`src/rtl/seg_display_arbiter_pkg.sv`:
```
// -----------------------------------------------------------------------------
// seg_display_arbiter_pkg
// Shared definitions for the seven-segment display arbiter:
//   state_e            - FSM state encoding (IDLE / HOLD)
//   DISP_W             - width of one display word (four hex digits)
//   BOARD_HOLD_CYCLES  - owner tenure for the 50 MHz board (100 ms)
//   SIM_HOLD_CYCLES    - short tenure used by benches
//   hold_fits()        - true when a tenure is >= 1 and its load value fits
// -----------------------------------------------------------------------------
package seg_display_arbiter_pkg;

  typedef enum logic {
    ST_IDLE = 1'b0,
    ST_HOLD = 1'b1
  } state_e;

  localparam int          DISP_W            = 16;
  localparam int unsigned BOARD_HOLD_CYCLES = 32'd5_000_000;
  localparam int unsigned SIM_HOLD_CYCLES   = 32'd4;

  // The counter is loaded with cycles-1, so that value must fit in 'width' bits.
  function automatic bit hold_fits(input int unsigned cycles, input int width);
    longint unsigned load;
    load = longint'(cycles) - 64'd1;
    if (cycles == 0) return 1'b0;
    if (width >= 63) return 1'b1;
    return load < (64'd1 << width);
  endfunction

endpackage

```
`src/rtl/seg_display_arbiter_rr_pick.sv`:
```
// -----------------------------------------------------------------------------
// rr_pick
// Purely combinational round-robin priority picker. Searches req starting at
// index ptr and wrapping from NREQ-1 back to 0; the first set bit wins.
//   req   [NREQ-1:0]  request vector
//   ptr   [OWN_W-1:0] highest-priority index for this search (must be < NREQ)
//   idx   [OWN_W-1:0] winning index (0 when nothing is requested)
//   valid             at least one request is set
// -----------------------------------------------------------------------------
module rr_pick #(
  parameter int NREQ  = 4,
  parameter int OWN_W = 2
) (
  input  logic [NREQ-1:0]  req,
  input  logic [OWN_W-1:0] ptr,
  output logic [OWN_W-1:0] idx,
  output logic             valid
);

  // Walk the offsets from farthest to nearest so the nearest set bit to ptr
  // is the last one written and therefore the winner.
  always_comb begin
    int j;
    // NOTE: every output gets a default before any conditional write, so no
    // path through the block leaves a value unassigned and no latch is inferred.
    idx   = '0;
    valid = |req;
    j     = 0;
    for (int k = NREQ - 1; k >= 0; k--) begin
      j = int'(ptr) + k;
      if (j >= NREQ) j = j - NREQ;
      if (req[j]) idx = OWN_W'(j);
    end
  end

endmodule

```
`src/rtl/seg_display_arbiter.sv`:
```
// -----------------------------------------------------------------------------
// seg_display_arbiter
// Shares one 4-digit seven-segment display between NREQ requesters. The display
// is granted round-robin and each owner keeps it for HOLD_CYCLES clocks so the
// value stays readable. While an owner holds the display its word is re-sampled
// every cycle, so a live value tracks its source with one cycle of latency.
//   clk          system clock, all state on posedge
//   rst_n        synchronous active-low reset
//   req          per-requester level request
//   data         requester i's word at data[16*i +: 16]
//   lock         freeze the current owner across tenure expiries
//   disp_d       word to the segment driver's multiplexer
//   owner        index of the current owner
//   owner_valid  high while the display is held (HOLD state)
//   done         one-cycle pulse on bit i when owner i's tenure expires
// -----------------------------------------------------------------------------
module seg_display_arbiter
  import seg_display_arbiter_pkg::*;
#(
  parameter int          NREQ        = 4,
  parameter int          OWN_W       = 2,
  parameter int          HOLD_W      = 24,
  parameter int unsigned HOLD_CYCLES = BOARD_HOLD_CYCLES
) (
  input  logic                     clk,
  input  logic                     rst_n,
  input  logic [NREQ-1:0]          req,
  input  logic [DISP_W*NREQ-1:0]   data,
  input  logic                     lock,
  output logic [DISP_W-1:0]        disp_d,
  output logic [OWN_W-1:0]         owner,
  output logic                     owner_valid,
  output logic [NREQ-1:0]          done
);

  localparam logic [HOLD_W-1:0] HOLD_LOAD = HOLD_W'(HOLD_CYCLES - 32'd1);
  localparam bit                CFG_OK    = hold_fits(HOLD_CYCLES, HOLD_W);

  state_e              state_q, state_d;
  logic [OWN_W-1:0]    owner_q, owner_d;
  logic [OWN_W-1:0]    rr_ptr_q, rr_ptr_d;
  logic [HOLD_W-1:0]   count_q, count_d;
  logic [DISP_W-1:0]   disp_word_q, disp_word_d;
  logic [NREQ-1:0]     done_q, done_d;

  logic [OWN_W-1:0]    pick_idx;
  logic                pick_valid;
  logic [DISP_W-1:0]   lane [NREQ];

  for (genvar i = 0; i < NREQ; i++) begin : g_lane
    assign lane[i] = data[i*DISP_W +: DISP_W];
  end

  rr_pick #(
    .NREQ  (NREQ),
    .OWN_W (OWN_W)
  ) u_rr_pick (
    .req   (req),
    .ptr   (rr_ptr_q),
    .idx   (pick_idx),
    .valid (pick_valid)
  );

  function automatic logic [OWN_W-1:0] ptr_after(input logic [OWN_W-1:0] idx);
    return (idx == OWN_W'(NREQ - 1)) ? '0 : idx + OWN_W'(1);
  endfunction

  always_comb begin
    logic grant;
    state_d     = state_q;
    owner_d     = owner_q;
    rr_ptr_d    = rr_ptr_q;
    count_d     = count_q;
    disp_word_d = disp_word_q;
    done_d      = '0;
    grant       = 1'b0;

    case (state_q)
      ST_IDLE: begin
        if (pick_valid) grant = 1'b1;
      end
      ST_HOLD: begin
        if (!req[owner_q]) begin
          // Early release wins over a coincident expiry: no done pulse, and
          // the display keeps the departing owner's last word if nobody else
          // is waiting.
          if (pick_valid) grant = 1'b1;
          else            state_d = ST_IDLE;
        end else if (count_q == '0) begin
          done_d[owner_q] = 1'b1;
          if (lock) begin
            count_d     = HOLD_LOAD;
            disp_word_d = lane[owner_q];
          end else if (pick_valid) begin
            grant = 1'b1;
          end else begin
            state_d = ST_IDLE;
          end
        end else begin
          count_d     = count_q - HOLD_W'(1);
          disp_word_d = lane[owner_q];
        end
      end
      default: state_d = ST_IDLE;
    endcase

    if (grant) begin
      state_d     = ST_HOLD;
      owner_d     = pick_idx;
      rr_ptr_d    = ptr_after(pick_idx);
      count_d     = HOLD_LOAD;
      disp_word_d = lane[pick_idx];
    end
  end

  always_ff @(posedge clk) begin
    // NOTE: reset is sampled on the clock edge like any other input; aborting a
    // tenure this way clears done_q too, so no stale pulse survives reset.
    if (!rst_n) begin
      state_q     <= ST_IDLE;
      owner_q     <= '0;
      rr_ptr_q    <= '0;
      count_q     <= '0;
      disp_word_q <= '0;
      done_q      <= '0;
    end else begin
      // NOTE: non-blocking assignments keep every register reading the old
      // values of its neighbours, matching flip-flop behaviour.
      state_q     <= state_d;
      owner_q     <= owner_d;
      rr_ptr_q    <= rr_ptr_d;
      count_q     <= count_d;
      disp_word_q <= disp_word_d;
      done_q      <= done_d;
    end
  end

  // Simulation-only configuration check: a tenure of zero or one whose load
  // value overflows the counter would silently shorten every tenure.
  always @(posedge clk) begin
    assert (CFG_OK) else $error("seg_display_arbiter: HOLD_CYCLES does not fit HOLD_W");
  end

  assign disp_d      = disp_word_q;
  assign owner       = owner_q;
  assign owner_valid = (state_q == ST_HOLD);
  assign done        = done_q;

endmodule

```
`config.mk`:
```
export PLATFORM = sky130hd
export DESIGN_NAME = seg_display_arbiter
export DESIGN_NICKNAME = d
export VERILOG_FILES = /design/src/rtl/seg_display_arbiter_pkg.sv /design/src/rtl/seg_display_arbiter_rr_pick.sv /design/src/rtl/seg_display_arbiter.sv
export SDC_FILE = /design/constraint.sdc
export NUM_CORES = 1
export LEC_CHECK = 0
export CAP_MARGIN = 5
export CORE_MARGIN = 2
export CORE_UTILIZATION = 40
export DETAILED_ROUTE_END_ITERATION = 10
export PLACE_DENSITY_LB_ADDON = 0.05
export SLEW_MARGIN = 20
export SYNTH_ARGS = -nofsm -noshare
export SYNTH_HDL_FRONTEND = slang
export SYNTH_HIERARCHICAL = 1
export SYNTH_SLANG_ARGS = --single-unit
```
`constraint.sdc`:
```
create_clock -name clk -period 2.3 [get_ports clk]
set_input_delay 0.345 -clock clk [delete_from_list [all_inputs] [get_ports clk]]
set_output_delay 0.345 -clock clk [all_outputs]
set_load 0.05 [all_outputs]
```
# Word level (Yosys, flattened, before mapping)
# Cells that the tools add are included.
# classes
add_sub_neg,9
order_cmp,12
eq_ne,3
n_mux,51
bitwise_logic,4
reduce_logical,9
# ops
cell,n
16-bit two-way mux,9
32-bit by 4-bit < comparator with 1-bit output (second input constant),4
32-bit two-way mux,4
32-bit by 4-bit >= comparator with 1-bit output (second input constant),3
32-bit by 4-bit subtractor with 32-bit output (second input constant),3
23-bit two-way mux,3
16-bit binary-select mux with 2-bit select,2
24-bit two-way mux,2
24-bit logical NOT,1
24-bit by 1-bit subtractor with 24-bit output (second input constant),1
1-bit two-way mux,19
1-bit binary-select mux with 2-bit select,5
2-bit two-way mux,5
2-bit by 2-bit adder with 3-bit output (second input constant),2
3-bit >= comparator (second input constant),2
2-bit inverter with 3-bit output,2
3-bit AND reduction,2
4-bit AND reduction,1
2-bit nonzero test,2
4-bit OR reduction,1
2-bit by 3-bit subtractor with 4-bit output (second input constant),1
2-bit by 1-bit adder with 3-bit output (second input constant),1
2-bit by 3-bit >= comparator with 1-bit output (second input constant),1
2-bit by 3-bit < comparator with 1-bit output (second input constant),1
10 further kinds,11
# totals
regBits,49
input_bits,71
elab_cells,95

# Longest topological paths before layout
# Gate-level depths: netlist of run 1.
# logic_depth
ltp_word,15
ltp_mapped,10
depth_no_buf,7

# By module
# The synthesis of run 1 kept the hierarchy.
# modules_own_cells
module,instances,cells_each,area_per_inst_um2
seg_display_arbiter,1,311,3233.1
rr_pick,1,13,77.6

# Worst setup path before layout of run 1
# Ideal clock, no wire load.
# synth_timing
path_type,reg-to-reg
start,register rr_ptr_q[1]
end,"register disp_word_q[10], in the netlist disp_d[10]"
arrival_time_ns,2.378
required_time_ns,2.184
slack_ns,-0.194
stages_incl_launch_ff,10
path_buffers,2
synth_period_minus_slack_ns,2.494
path_cell_list,dfxtp_1 -> nand2b_1 -> a21oi_1 -> a211oi_2 -> clkbuf_1 -> buf_2 -> mux4_2 -> mux2i_1 -> nand2_1 -> o211a_1
# synth_between
elab_chain_len,15
# synth_rtl
element,line_no,source
start: declaration,seg_display_arbiter.sv:41,"logic [OWN_W-1:0] rr_ptr_q, rr_ptr_d;"
start signal: assignment,seg_display_arbiter.sv:131,rr_ptr_q <= rr_ptr_d;
2-bit by 2-bit adder with 3-bit output,seg_display_arbiter_rr_pick.sv:30,j = int'(ptr) + k;
32-bit by 4-bit subtractor with 32-bit output or 32-bit by 4-bit >= comparator with 1-bit output (tied branches),seg_display_arbiter_rr_pick.sv:31,if (j >= NREQ) j = j - NREQ;
32-bit two-way mux,seg_display_arbiter_rr_pick.sv:31,
1-bit binary-select mux with 2-bit select,seg_display_arbiter_rr_pick.sv:32,if (req[j]) idx = OWN_W'(j);
1-bit two-way mux (not written as such) (2 in series),seg_display_arbiter_rr_pick.sv:32,
2-bit two-way mux (3 in series),seg_display_arbiter_rr_pick.sv:32,
2-bit two-way mux *,seg_display_arbiter_rr_pick.sv:32,
via pick_idx[0],seg_display_arbiter.sv:46,logic [OWN_W-1:0] pick_idx;
2-bit inverter with 3-bit output (not written as such) *,seg_display_arbiter.sv:112,disp_word_d = lane[pick_idx];
16-bit binary-select mux with 2-bit select *,seg_display_arbiter.sv:112,
16-bit two-way mux (not written as such) * (2 in series),seg_display_arbiter.sv:112,
16-bit two-way mux *,seg_display_arbiter.sv:107,if (grant) begin
end signal: assignment,seg_display_arbiter.sv:133,disp_word_q <= disp_word_d;
end: declaration,seg_display_arbiter.sv:43,"logic [DISP_W-1:0] disp_word_q, disp_word_d;"
# The timed path passes the listed nets; every way through them passes the cells marked *. The select of a mux whose other input is x is not followed.
# A chain may end at the register's enable or synchronous reset.

# Final worst setup path of run 1
# layout_timing
start,register count_q[8]
end,register count_q[22]
# layout_between
elab_chain_len,6
# layout_rtl
element,line_no,source
start: declaration,seg_display_arbiter.sv:42,"logic [HOLD_W-1:0] count_q, count_d;"
start signal: assignment,seg_display_arbiter.sv:132,count_q <= count_d;
branches (longest 6 deep; another with 24-bit by 1-bit subtractor with 24-bit output),-,
# Parallel ways; which one is timed is not known. The select of a mux whose other input is x is not followed.

==> summary.md, run 1 <==
| Metric | Value |
|---|---|
| CP startpoint kind | `flip-flop` |
| Post-synthesis cell area | `approximately 3300 um^2` |
| TritonCTS clock tree | `built` |
| Die height | `~95 um` |
| Clock skew | `~0.015 ns` |
| Main combinational cell family by area after synthesis | `multiplexers` |
| Combinational Power Share | `0.431` |
| WL/cell | `between 15 and 20 um` |
| Post-Synthesis Cells | `324` |
| Part of the cycle the worst path needs | `1.01` |
| Register area | `slightly below 1000 um^2` |
| Share of power burned in registers | `0.322` |
| CTS buffer count | `5` |
| Multi-input gate area | `2250 um^2` |
| Post-layout min period | `2.32 ns` |
| Overall Power | `roughly 3.1 mW` |
| Status | `complete, but fails checks` |
| Critical Path AT | `2.58 ns` |
| Worst slew margin | `0.640` |
| Final GP Congestion | `roughly 0.80` |
| Post-synthesis register bit count | `49` |
| Clock tree buffer depth | `2` |
| Async set-reset flop share out of synthesis | `0` |
| Depth of the CTS H-tree | `2` |
| Post-synthesis average cell area | `about 10 um^2` |
| Most common cell after layout, fill and taps aside | `clkdlybuf4s50_1` |
| Rows | `33` |
| Failing checks | `setup timing` |
| Psw | `1.02 mW` |
| Sequential-to-total area share from yosys stat | `0.296` |
| GRT overflow | `0` |
| Synth Area in Simple Gates | `0.152` |
| Max-slew violation count | `0` |
| 1st-pass router iterations | `5` |
| Most frequent cells in the layout | `clkdlybuf4s50_1 (91), dfxtp_1 (47), buf_4 (44), mux4_2 (33), nand2_1 (26)` |
| Worst-margin pin slew | `roughly 0.54 ns` |
| Root Buffer Master | `clkbuf_8` |
| Most used DFF post-synth | `dfxtp_1` |
| Final Hold Fails | `0` |
| Global-route usage over all layers | `0.209` |
| Final non-filler cell total | `557` |
| Number of synthesized flops with an enable pin | `0` |
| Pleak | `~2 nW` |
| Part of the power in the clock network | `0.247` |
| Diode count | `0` |
| Adder-Cell Fraction of Synth Area | `0.0113` |
| Final net count | `525` |
| RSZ-0062 raised after global routing | `true` |
| Fmax | `0.432 GHz` |
| Largest net degree at the start of global routing | `22` |
| Yosys warns | `6` |
| Via count | `approximately 3,200` |
| HPWL after DPL | `between 6 and 7 mm` |
| Final wirelength | `9.36 mm` |
| Compound-Gate Fraction of Synth Area | `0.196` |
| Setup ws final | `-0.0170 ns` |
| Class of the most critical setup path | `reg -> reg` |
| Synth cell types | `50` |
| IO Pins | `between 90 and 100` |
| Via density | `roughly 5.7` |
| Worst slack, placed | `-0.231 ns` |
| Max cap viols | `0` |
| Clk pin slew, worst setup/hold paths | `0.11 ns` |
| Setup TNS Final | `-0.0311 ns` |
| CP max FO | `8` |
| First-pass GRT wire length | `roughly 15 mm` |
| Syn Nets | `~400` |
| Filler cells | `669` |
| Setup-failing EPs final | `4` |
| Pwr Density | `617 nW/um^2` |
| Sw Ratio | `0.332` |
| 1st-iter DRT viols | `137` |
| Layout cell share with drive strength beyond 1 | `0.274` |
| DRC errors left | `0` |
| Worst Hold Class | `reg -> reg` |
| Post-DRT Antenna Nets | `0` |
| Hold Slack | `~0.50 ns` |
| Initial antenna violation count | `0` |
| Clock Latency Late Sink | `approximately 0.32 ns` |
| Area Overhead vs Synth | `50.0%` |
| Setup crit end kind | `flip-flop` |
| Port-buffer cells | `93` |
| Number of global-route vias before repair | `slightly below 3,000` |
| Internal power | `2.05 mW` |
| Die area | `around 9000 um^2` |
| Mux contribution to synthesized area | `0.276` |
| Die Wd | `roughly 95 um` |
| VDD IR max | `around 0.30 mV` |
| Clk sinks | `49` |
| CP required | `around 2.6 ns` |
| CORE AREA | `between 8000 and 9000 um^2` |
| Post-Place Cells | `around 540` |
| Initial core utilization | `0.407` |
| Post-synthesis xor/xnor area fraction | `0.00529` |
==> synth_stat cells (all sizes together), types with 10 or more instances <==
cell type  number  area, um^2
a21oi          20         100
buf            11        98.8
clkbuf         16        60.1
dfxtp          49         981
inv            12        45.0
mux2i          17         170
mux4           33         743
nand2          26        97.6
nor2           11        41.3
o211a          18         180
o21ai          11        70.1
o31ai          10        75.1
or4            10        78.8
==> logic make-up after synthesis <==
| group | after synthesis |
|---|---|
| compound gates | 87 |
| simple gates | 93 |
| buf+inv | 40 |
| xor+xnor | 2 |
| mux | 50 |
| fa+ha+maj | 3 |
| flops | 49 |
==> registers in the layout (all words and copies together), names as in the netlist <==
name and count:
owner 2, rr_ptr_q 2, done 4, disp_d 16
count_q 24, owner_valid 1
==> per-stage QoR <==
stage | utilization | area, um^2
6_report | 0.611 | 4970
2_1_floorplan | - | 3310
3_3_place_gp | 0.572 | 4660
5_1_grt | 0.611 | 4970
4_1_cts | 0.595 | 4840
3_5_place_dp | 0.572 | 4660
==> worst max-delay path: stages (launching register included) <==
cell and delay [ns]:
dfxtp_2 0.33, or4_4 0.53, or4b_4 0.58, buf_8 0.17, nor4_1 0.32, a2bb2oi_1 0.19, o211a_1 0.14
==> power by group through the flow <==
stage | clock network (mW) | registers, mW | logic, mW
floorplan | 0 | 1.19 | 0.617
global placement | 0 | 1.00 | 1.25
detailed placement | 0 | 1.00 | 1.27
CTS | 0.773 | 0.984 | 1.29
global route | 0.801 | 0.994 | 1.43
finish | 0.758 | 0.985 | 1.32
==> per-layer routing <==
metal  track usage  vias to the layer above  part of all wire  wire, um
li1              -                     1524                 -         -
met1         0.287                     1532              0.44      4110
met2         0.339                      105              0.50      4650
met3        0.0367                        4             0.057       530
met4        0.0580                        0            0.0074        69
met5             0                        -                 0         0
==> layout make-up <==
class	instances	area share
clock buffers	5	0.0139
inverters	13	0.00982
flip-flops and latches	49	0.198
multi-input cells	235	0.452
well taps	105	0.0264
repair buffers	147	0.287
clock inverters	3	0.0131
==> what timing repair did <==
item | 4_1_cts | 5_1_grt
hold buffers | 0 | 0
endpoints found under the setup margin | 45 | 42
pin swaps | 4 | 17
gates resized for setup | 3 | 29
setup buffers | 5 | 0
==> path summary, 6_finish.rpt <==
check | end | slack, ns | start | cells past startpoint
hold / removal | count_q[15] | 0.50 | count_q[15] | 2
hold reg to reg | count_q[15] | 0.50 | count_q[15] | 2
setup reg to reg | count_q[22] | -0.02 | count_q[8] | 6
setup / recovery | count_q[22] | -0.02 | count_q[8] | 6
(Power assumes the default switching activity.)
==> inputs of run 2 (changes only) <==
--- a/config.mk
+++ b/config.mk
@@ -6,7 +6,6 @@
 export NUM_CORES = 1
 export LEC_CHECK = 0
 export CAP_MARGIN = 5
-export CORE_MARGIN = 2
 export CORE_UTILIZATION = 40
 export DETAILED_ROUTE_END_ITERATION = 10
 export PLACE_DENSITY_LB_ADDON = 0.05
==> summary.md, run 2 (same netlist as run 1, synthesis figures left out) <==
| Metric | Value |
|---|---|
| Status | `complete, but fails checks` |
| Failing checks | `setup timing` |
| Worst slew margin | `0.642` |
| Pwr Density | `about 600 nW/um^2` |
| Reg-to-reg setup timing slack | `-0.005 ns` |
| Class of the most critical setup path | `reg -> reg` |
| Number of cells on the critical path | `7` |
| Internal power | `between 2 and 2.5 mW` |
| Psw | `approximately 1.1 mW` |
| Part of the cycle the worst path needs | `1.00` |
| WL/cell | `between 15 and 20 um` |
| GRT overflow | `0` |
| Number of global-route vias before repair | `3,097` |
| Pleak | `roughly 2.1 nW` |
| Reg-to-Reg End | `count_q[3]` |
| Area Overhead vs Synth | `55.7%` |
| First-pass GRT wire length | `roughly 15 mm` |
| Largest net degree at the start of global routing | `22` |
| 1st-pass router iterations | `4` |
| Worst Hold Class | `reg -> reg` |
| Max-slew violation count | `0` |
| Sw Ratio | `0.348` |
| Slowest stage delay, CP | `0.55 ns` |
| Filler cells | `between 600 and 700` |
| Max cap viols | `0` |
| Share of power burned in registers | `0.321` |
| Layout cell share with drive strength beyond 1 | `0.310` |
| Via density | `~5.6` |
| Final net count | `around 540` |
| Die area | `approximately 8600 um^2` |
| Via count | `about 3,200` |
| Part of the power in the clock network | `0.222` |
| Fmax | `about 0.43 GHz` |
| CP max stage cell | `or4b_4` |
| Clock Latency Late Sink | `between 0.3 and 0.4 ns` |
| Setup-failing EPs final | `2` |
| Final wirelength | `between 10 and 15 mm` |
| Crit path launch | `count_q[8]` |
| Post-DRT Antenna Nets | `0` |
| Setup ws final | `-0.00527 ns` |
| TritonCTS clock tree | `built` |
| CTS buffer count | `5` |
| Die height | `93.0 um` |
| CP endpoint | `count_q[3]` |
| Critical Path, Cell by Cell | `or4_4 > or4b_4 > buf_6 > o21a_4 > buf_4 > a22o_1 > a21oi_2` |
| Worst-margin pin slew | `approximately 0.54 ns` |
| Reg-to-Reg Start | `count_q[8]` |
| DRC errors left | `0` |
| Worst slack, placed | `-0.240 ns` |
| Depth of the CTS H-tree | `2` |
| Max FFs per register | `24` |
| Cell class contributing the biggest share of worst-path delay | `simple AND/OR/NAND/NOR gates` |
| RSZ-0062 raised after global routing | `true` |
| VDD IR max | `between 0.3 and 0.4 mV` |
| Most frequent cells in the layout | `clkdlybuf4s50_1 (89), buf_4 (51), dfxtp_1 (46), mux4_2 (33), nand2_1 (25)` |
| Final GP Congestion | `between 0.8 and 0.9` |
| Post-Place Cells | `about 550` |
| Post-layout min period | `about 2.3 ns` |
| Most common cell after layout, fill and taps aside | `clkdlybuf4s50_1` |
| CP required | `about 2.6 ns` |
| CORE AREA | `7850 um^2` |
| Clk sinks | `slightly below 50` |
| CP startpoint kind | `flip-flop` |
| Final Hold Fails | `0` |
| Clock skew | `around 0.012 ns` |
| Combinational Power Share | `0.457` |
| Setup crit end kind | `flip-flop` |
| Global-route usage over all layers | `0.224` |
| Diode count | `0` |
| CTS Hold Buffers Added | `0` |
| 1st-iter DRT viols | `between 150 and 200` |
| Rows | `32` |
| Final non-filler cell total | `570` |
| Port-buffer cells | `93` |
| Clk pin slew, worst setup/hold paths | `approximately 0.11 ns` |
| Initial core utilization | `0.422` |
| Final core occ | `0.657` |
| Critical Path AT | `~2.6 ns` |
| Die Wd | `~93 um` |
| Clock tree buffer depth | `2` |
| FF-to-FF path depth | `7` |
| Buffer and inverter count on the worst path | `2` |
| Most flops, register | `count_q` |
| HPWL after DPL | `6.96 mm` |
| IO Pins | `94` |
| Initial antenna violation count | `0` |
| CP max FO | `4` |
| Root Buffer Master | `clkbuf_8` |
-- run 2: how the worst min path moves through the flow --
stage                           start           to  slack, ns  cells after the start
after floorplan           count_q[11]  count_q[11]       0.44                      2
after global routing      count_q[18]  count_q[18]       0.54                      2
after global placement    count_q[11]  count_q[11]       0.45                      2
after CTS                 count_q[11]  count_q[11]       0.48                      2
final                     count_q[11]  count_q[11]       0.49                      2
after detailed placement  count_q[11]  count_q[11]       0.47                      2
-- run 2: area by class of cell --
type                            count  area (um^2)  share of cell area
Inverter                           13         48.8             0.00946
Sequential cell                    49          985               0.191
Timing Repair Buffer              163         1610               0.313
Multi-Input combinational cell    235         2260               0.439
Tap cell                          102          128              0.0248
Clock inverter                      3         50.0             0.00971
Clock buffer                        5         68.8              0.0133
-- run 2: routing by layer --
metal,up-vias,share of wire,GRT usage,wire length (um)
li1,1565,-,-,-
met1,1555,0.46,0.304,4600
met2,82,0.49,0.371,4940
met3,7,0.042,0.0333,427
met4,0,0.011,0.0654,110
met5,-,0,0,0
-- run 2: repair_timing --
action	in CTS	in global routing
setup endpoints to repair	45	41
gates resized for setup	10	34
pin swaps	8	12
buffers inserted	8	1
hold endpoints to repair	0	0
cloned	1	4
-- run 2: power by group through the flow --
| stage | Sequential [mW] | Combinational (mW) | Clock, mW |
|---|---|---|---|
| finish | 0.989 | 1.41 | 0.686 |
| global route | 0.999 | 1.51 | 0.732 |
| global placement | 1.00 | 1.27 | 0 |
| detailed placement | 1.01 | 1.29 | 0 |
| CTS | 0.987 | 1.32 | 0.700 |
| floorplan | 1.19 | 0.617 | 0 |
-- run 2: per-stage QoR --
step / power (mW) / cell area (um^2) / hold slack, ns / TNS, ns
floorplan: 1.81 / 3310 / 0.438 / 0
global placement: 2.27 / 4700 / 0.455 / -4.78
detailed placement: 2.29 / 4700 / 0.466 / -7.00
CTS: 3.01 / 4920 / 0.481 / -0.00747
global route: 3.24 / 5160 / 0.539 / -0.945
finish: 3.09 / 5160 / 0.494 / -0.00961
-- run 2: worst min-delay path: cells and delay by family (launching register included) --
family          cells  cell delay [ns]
flops               1             0.35
compound gates      1             0.05
buf+inv             1             0.06
